## src/rtl/axi_slv_pkg.sv

```systemverilog
// Shared types for the AXI slave read engine.
// Burst/response encodings, engine states and the queued AR request.
package axi_slv_pkg;

  typedef enum logic [1:0] {
    BURST_FIXED = 2'd0,
    BURST_INCR  = 2'd1,
    BURST_WRAP  = 2'd2,
    BURST_RSVD  = 2'd3
  } burst_e;

  typedef enum logic [1:0] {
    RESP_OKAY   = 2'd0,
    RESP_EXOKAY = 2'd1,
    RESP_SLVERR = 2'd2,
    RESP_DECERR = 2'd3
  } resp_e;

  typedef enum logic [1:0] {
    S_IDLE,
    S_REQ,
    S_WAIT,
    S_DATA
  } eng_state_e;

  // ID and address ride alongside; their widths are per-instance.
  typedef struct packed {
    logic [7:0] len;
    logic [2:0] size;
    burst_e     burst;
  } ar_req_t;

  function automatic logic wrap_len_ok(input logic [7:0] len);
    return len inside {8'd1, 8'd3, 8'd7, 8'd15};
  endfunction

endpackage

```

## src/rtl/axi_sync_fifo.sv

```systemverilog
// Synchronous FIFO with full/empty flags.
// Extra pointer bit distinguishes full from empty.
module axi_sync_fifo #(
  parameter int W     = 8,
  parameter int DEPTH = 4
) (
  input  logic         clk,
  input  logic         rst,
  input  logic         push,
  input  logic [W-1:0] din,
  input  logic         pop,
  output logic [W-1:0] dout,
  output logic         full,
  output logic         empty
);

  localparam int AW = $clog2(DEPTH);
  localparam logic [AW:0] INC = (AW+1)'(1);

  logic [W-1:0] mem [DEPTH];
  logic [AW:0]  wp;
  logic [AW:0]  rp;

  assign empty = (wp == rp);
  assign full  = (wp[AW] != rp[AW]) &&
                 (wp[AW-1:0] == rp[AW-1:0]);
  assign dout  = mem[rp[AW-1:0]];

  always_ff @(posedge clk) begin
    if (!rst) begin
      wp <= '0;
      rp <= '0;
    end else begin
      if (push && !full)
        wp <= wp + INC;
      if (pop && !empty)
        rp <= rp + INC;
    end
  end

  always_ff @(posedge clk) begin
    if (rst && push && !full)
      mem[wp[AW-1:0]] <= din;
  end

endmodule

```

## src/rtl/axi_slv_rd_engine.sv

```systemverilog
// AXI slave read engine: queued AR requests, one beat
// per three cycles from a one-cycle-latency memory.
module axi_slv_rd_engine
  import axi_slv_pkg::*;
#(
  parameter int ID_W      = 4,
  parameter int ADDR_W    = 32,
  parameter int DATA_W    = 32,
  parameter int AR_DEPTH  = 4,
  parameter int MEM_BYTES = 1024
) (
  input  logic              clk,
  input  logic              rst,
  input  logic [ID_W-1:0]   ARID,
  input  logic [ADDR_W-1:0] ARADDR,
  input  logic [7:0]        ARLEN,
  input  logic [2:0]        ARSIZE,
  input  logic [1:0]        ARBURST,
  input  logic              ARVALID,
  output logic              ARREADY,
  output logic [ID_W-1:0]   RID,
  output logic [DATA_W-1:0] RDATA,
  output logic [1:0]        RRESP,
  output logic              RLAST,
  output logic              RVALID,
  input  logic              RREADY,
  output logic              mem_re,
  output logic [ADDR_W-1:0] mem_addr,
  input  logic [DATA_W-1:0] mem_rdata
);

  localparam int QW = ID_W + ADDR_W + $bits(ar_req_t);
  localparam logic [2:0] BUS_SZ = 3'($clog2(DATA_W/8));
  localparam logic [ADDR_W-1:0] ONE = ADDR_W'(1);
  localparam logic [ADDR_W-1:0] BUS_MASK =
    ADDR_W'(DATA_W/8 - 1);
  localparam logic [ADDR_W:0] MEM_LIM =
    (ADDR_W+1)'(MEM_BYTES);

  eng_state_e        state;
  logic              rdy_en;
  logic              push;
  logic              pop;
  logic              full;
  logic              empty;
  logic [QW-1:0]     q_din;
  logic [QW-1:0]     q_dout;
  logic [ID_W-1:0]   h_id;
  logic [ADDR_W-1:0] h_addr;
  ar_req_t           h_req;
  logic              h_err;
  logic              h_oor;
  logic [ADDR_W-1:0] addr;
  ar_req_t           req;
  logic [7:0]        beat;
  logic              burst_err;
  logic              beat_err;
  logic [ADDR_W-1:0] n_addr;
  logic              n_oor;

  function automatic logic [ADDR_W-1:0] bsz(
    input logic [2:0] s
  );
    return ONE << s;
  endfunction

  // Widened by one bit so addresses near the top cannot alias low.
  function automatic logic oor(
    input logic [ADDR_W-1:0] a,
    input logic [2:0]        s
  );
    return ({1'b0, a} + {1'b0, bsz(s)}) > MEM_LIM;
  endfunction

  function automatic logic [ADDR_W-1:0] nxt_addr(
    input logic [ADDR_W-1:0] a,
    input ar_req_t           r
  );
    logic [ADDR_W-1:0] b;
    logic [ADDR_W-1:0] w;
    logic [ADDR_W-1:0] n;
    b = bsz(r.size);
    w = (ADDR_W'(r.len) + ONE) << r.size;
    unique case (r.burst)
      BURST_INCR: n = (a & ~(b - ONE)) + b;
      BURST_WRAP: n = (a & ~(w - ONE)) | ((a + b) & (w - ONE));
      default:    n = a;
    endcase
    return n;
  endfunction

  assign q_din   = {ARID, ARADDR, ARLEN, ARSIZE, ARBURST};
  assign {h_id, h_addr, h_req} = q_dout;
  assign ARREADY = rdy_en & ~full;
  assign push    = ARVALID & ARREADY;
  assign pop     = (state == S_IDLE) & ~empty;

  always_comb begin
    h_err = (h_req.size > BUS_SZ) ||
            (h_req.burst == BURST_RSVD) ||
            ((h_req.burst == BURST_WRAP) &&
             (!wrap_len_ok(h_req.len) ||
              ((h_addr & (bsz(h_req.size) - ONE)) != '0)));
  end

  assign h_oor  = oor(h_addr, h_req.size);
  assign n_addr = nxt_addr(addr, req);
  assign n_oor  = oor(n_addr, req.size);

  axi_sync_fifo #(
    .W     (QW),
    .DEPTH (AR_DEPTH)
  ) u_ar_q (
    .clk   (clk),
    .rst   (rst),
    .push  (push),
    .din   (q_din),
    .pop   (pop),
    .dout  (q_dout),
    .full  (full),
    .empty (empty)
  );

  always_ff @(posedge clk) begin
    if (!rst) begin
      state     <= S_IDLE;
      rdy_en    <= 1'b0;
      RID       <= '0;
      RDATA     <= '0;
      RRESP     <= RESP_OKAY;
      RLAST     <= 1'b0;
      RVALID    <= 1'b0;
      mem_re    <= 1'b0;
      mem_addr  <= '0;
      addr      <= '0;
      req       <= '0;
      beat      <= '0;
      burst_err <= 1'b0;
      beat_err  <= 1'b0;
    end else begin
      rdy_en <= 1'b1;
      mem_re <= 1'b0;
      unique case (state)
        S_IDLE: begin
          if (!empty) begin
            RID       <= h_id;
            addr      <= h_addr;
            req       <= h_req;
            beat      <= '0;
            burst_err <= h_err;
            beat_err  <= h_err | h_oor;
            mem_addr  <= h_addr & ~BUS_MASK;
            mem_re    <= ~(h_err | h_oor);
            state     <= S_REQ;
          end
        end
        S_REQ: state <= S_WAIT;
        S_WAIT: begin
          RVALID <= 1'b1;
          RLAST  <= (beat == req.len);
          RRESP  <= beat_err ? RESP_SLVERR : RESP_OKAY;
          RDATA  <= beat_err ? '0 : mem_rdata;
          state  <= S_DATA;
        end
        S_DATA: begin
          if (RREADY) begin
            RVALID <= 1'b0;
            RLAST  <= 1'b0;
            if (RLAST) begin
              state <= S_IDLE;
            end else begin
              addr     <= n_addr;
              beat     <= beat + 8'd1;
              beat_err <= burst_err | n_oor;
              mem_addr <= n_addr & ~BUS_MASK;
              mem_re   <= ~(burst_err | n_oor);
              state    <= S_REQ;
            end
          end
        end
        default: state <= S_IDLE;
      endcase
    end
  end

endmodule

```

## config.mk

```make
export PLATFORM = sky130hd
export DESIGN_NAME = axi_slv_rd_engine
export DESIGN_NICKNAME = d
export VERILOG_FILES = /design/src/rtl/axi_slv_pkg.sv /design/src/rtl/axi_sync_fifo.sv /design/src/rtl/axi_slv_rd_engine.sv
export SDC_FILE = /design/constraint.sdc
export NUM_CORES = 1
export LEC_CHECK = 0
export BUFFER_PORTS_ARGS = -buffer_cell sky130_fd_sc_hd__buf_2
export CAP_MARGIN = 30
export CORE_AREA = 3 3 195 197
export DETAILED_ROUTE_END_ITERATION = 10
export DIE_AREA = 0 0 198 200
export HOLD_SLACK_MARGIN = 0.1
export PLACE_DENSITY = 0.68
export SLEW_MARGIN = 20
export SYNTH_ARGS = -nofsm -noshare
export SYNTH_HDL_FRONTEND = slang
export SYNTH_HIERARCHICAL = 1
export SYNTH_SLANG_ARGS = --single-unit
```

## constraint.sdc

```tcl
create_clock -name clk -period 8.1 [get_ports clk]
set_input_delay 0.405 -clock clk [delete_from_list [all_inputs] [get_ports clk]]
set_output_delay 0.405 -clock clk [all_outputs]
set_load 0.01 [all_outputs]
```

==> impl_metrics.toml <==
[floorplan]
start_util_pct = 49.6
die_w_um = 198
die_y_um = 200
dieArea_um2 = 39600
pin_count = 159
coreArea_um2 = 36400
row_count = 70

[critical_path]
cp_max_fo = 18
worstPathArrival_ns = 6.67
crit_required_ns = 8.60
crit_path_start = "req[2]"
end_kind = "flip-flop"
cpLargestDelayFamily = "simple AND/OR/NAND/NOR gates"
slowest_stage = "nor3_1"
critPathKind = "reg -> reg"
r2r_start = "req[2]"
start_kind = "flip-flop"
crit_chain = "buf_4, clkinv_1, nor3_1, ha_1, a21o_1, maj3_1, nor3_1, o21ai_0, xor2_1, nand2_1, o21ai_0, a21oi_1, o22ai_1, ha_1, and2_1, o221a_2, nand3_1, or4_1, or4_1, nand3_1, nand4_1, o22ai_1, and3b_1"
worst-path-buf-inv = 2
slowest_delay_ns = 0.69

[flow_run]
cap_violations = 0

[power_and_ir_drop]
p_leak_nw = 7.44
peakVddDrop_mv = 0.216
power.density_nw_per_um2 = 291

[detailed_routing]
drt_wl_total_um = 50000
vias = 14864
antenna_left = 0
wl_per_cell_um = 20.5
viasPerCell = 6.10
drtPass1Iterations = 6
drc = 0
drt_first_iter_violations = 1262

[final_layout]
final_layout_size_suffix_gt1_share_pct = 16.6
syn2layout_area_growth_pct = 14.1
final_area_um2 = 20600
antenna_cells = 0
final_util_pct = 56.7
final_nets = 2075

[synthesis]
ys.flop_type = "edfxtp_1"
ys.warnings.count = 6
syn_avg_cell_area_um2 = 10.0
async_reset_ff_share_pct = 0
netlist_area_um2 = 18100
ys_types = 99
ys_seq_area_share_pct = 44.3
synth_edf_count = 196
ys_ff_latch = 302
synth_cells = 1807

[sta]
drv_slew = 0
fmax_mhz = 162
finalSetupTns_ns = 0
relSlewSlack_pct = 37.0
setup_viol = 0
finalCriticalPeriod_ns = 6.17
hold_viol = 0
layout_worst_path_cycle_share_pct = 76.2
grt_setup_unrepaired = "no"
worst_slew_pin_slew_ns = 0.922
clock_skew_ns = 0.0154
hold_slack_ns = 0.124

[cts]
cts_buffers = 30
cts_sinks = 302
h-tree-depth = 1
cts-root-buf = "clkbuf_16"
cts_tree = "done"
cts_hold_buffers = 77
postCtsSetupRepairBufs = 0
post_cts_resized = 0
path_clk_slew_ns = 0.07
cts_max_path_buffers = 3
clock_latency_ns = 0.56

[placement]
dp_hpwl_um = 34800
postPlaceCellArea_um2 = 18900
place.gp.congestion = 0.941
numPortBuffers = 155

[worst_hold_path]
hold_path.class = "in -> reg"
min-delay-start = "mem_rdata[23]"

[global_routing]
grt_use_total_pct = 24.7
antenna_found_initial = 0
grt_max_degree = 105
grt_pass1_vias = 14163
grt_pass1_wl_um = 78400
overflow = 0

[status]
status = "complete, no violations"
[cell usage after synthesis (all sizes together), types with 8 or more instances]
library cell | n | area share (%)
o21ai | 68 | 1.9
mux2i | 17 | 0.94
or3 | 23 | 0.80
a21boi | 27 | 1.1
nor3b | 9 | 0.44
and3 | 25 | 0.87
o41ai | 11 | 0.62
nor3 | 41 | 1.1
nand4 | 25 | 0.90
ha | 43 | 3.0
a21o | 15 | 0.62
dfxtp | 106 | 12
o31ai | 17 | 0.78
inv | 51 | 1.1
mux4 | 49 | 6.1
clkbuf | 82 | 1.7
o22ai | 8 | 0.28
nor4 | 16 | 0.55
nand3 | 57 | 1.6
xnor2 | 31 | 1.5
o211a | 9 | 0.50
nand4b | 8 | 0.39
buf | 71 | 2.6
a31oi | 26 | 0.90
nor2b | 104 | 3.6
nand2b | 10 | 0.35
or4 | 15 | 0.64
xor2 | 27 | 1.3
o211ai | 19 | 0.79
o21a | 11 | 0.46
and2 | 17 | 0.59
or2 | 12 | 0.43
nand2 | 176 | 3.7
a211oi | 30 | 1.4
a21oi | 114 | 3.2
edfxtp | 196 | 33
nor2 | 109 | 2.3
[sequential cells by signal, indices dropped and copies added, names as in the netlist, named ones only]
name	cells
RLAST	1
rdy_en	1
beat_err	1
u_ar_q/rp	3
RVALID	1
req	13
addr	31
mem_addr	1
u_ar_q/mem	196
mem_re	1
beat	8
RDATA	32
u_ar_q/wp	3
RID	4
state	2
burst_err	1
RRESP	1
[tightest hold or removal path: cells and delay by family]
family / cells / cell delay, ns
AO/OA/AOI/OAI: 1 / 0.05
AND/OR/NAND/NOR: 1 / 0.10
buffers and inverters: 1 / 0.08
[cell families after synthesis]
logic type | count (synthesis) | share of synthesized area (%)
AND/OR/NAND/NOR | 674 | 19.5
AO/OA/AOI/OAI | 446 | 17.1
flip-flops | 302 | 44.3
buffers and inverters | 207 | 5.44
multiplexers | 71 | 7.35
XOR/XNOR | 58 | 2.85
adder cells (fa/ha/maj) | 48 | 3.42
other | 1 | 0.0207
[final timing paths]
path                             endpoint  slack [ns]  depth (start not counted)
worst max-delay path               mem_re        1.93                         23
worst min-delay path            RDATA[23]        0.12                          3
worst max register to register     mem_re        1.93                         23
worst min register to register     RID[0]        0.47                          2
[placed cells by master, fill, tap and decap left out, types with 30 or more instances in the layout]
master / synthesis / routed
a21oi_1: 114 / 114
buf_2: 15 / 156
clkbuf_16: 0 / 31
dfxtp_1: 106 / 103
dlygate4sd3_1: 0 / 77
edfxtp_1: 196 / 196
ha_1: 43 / 42
inv_1: 51 / 51
mux4_2: 49 / 49
nand2_1: 176 / 176
nand3_1: 56 / 56
nor2_1: 109 / 109
nor2b_1: 104 / 103
nor3_1: 41 / 41
o21ai_0: 65 / 65
xnor2_1: 30 / 30
[power by group]
group          switching, mW  leakage, nW  internal (mW)  total [mW]
Sequential             0.335         2.64           1.80        2.13
Clock                  0.571        0.466          0.825        1.40
Combinational           1.53         4.34          0.936        2.47
[through the flow]
step	power, mW	worst slack, ns	instances
floorplan	3.90	2.07	1809
global placement	4.51	2.05	2301
detailed placement	4.55	1.97	2302
CTS	5.99	1.96	2434
global route	6.37	1.36	2435
finish	6.00	1.93	2435
[routing by layer]
| layer | part of all wire (%) | global-route usage (%) | vias to the layer above | routed length [µm] |
|---|---|---|---|---|
| li1 | - | - | 7023 | - |
| met1 | 44 | 34.7 | 7191 | 22000 |
| met2 | 46 | 39.3 | 554 | 23100 |
| met3 | 6.8 | 4.16 | 96 | 3380 |
| met4 | 3.0 | 8.13 | 0 | 1510 |
| met5 | 0 | 0 | - | 0 |
[layout make-up]
cell class | count | area (µm²)
sequential | 302 | 8010
timing repair buffer | 256 | 1720
multi-input combinational | 1300 | 9120
fill | 3161 | 15800
clock inverter | 19 | 209
tap | 468 | 586
clock buffer | 36 | 795
inverter | 54 | 203
Power figures use the tool's default switching activity.
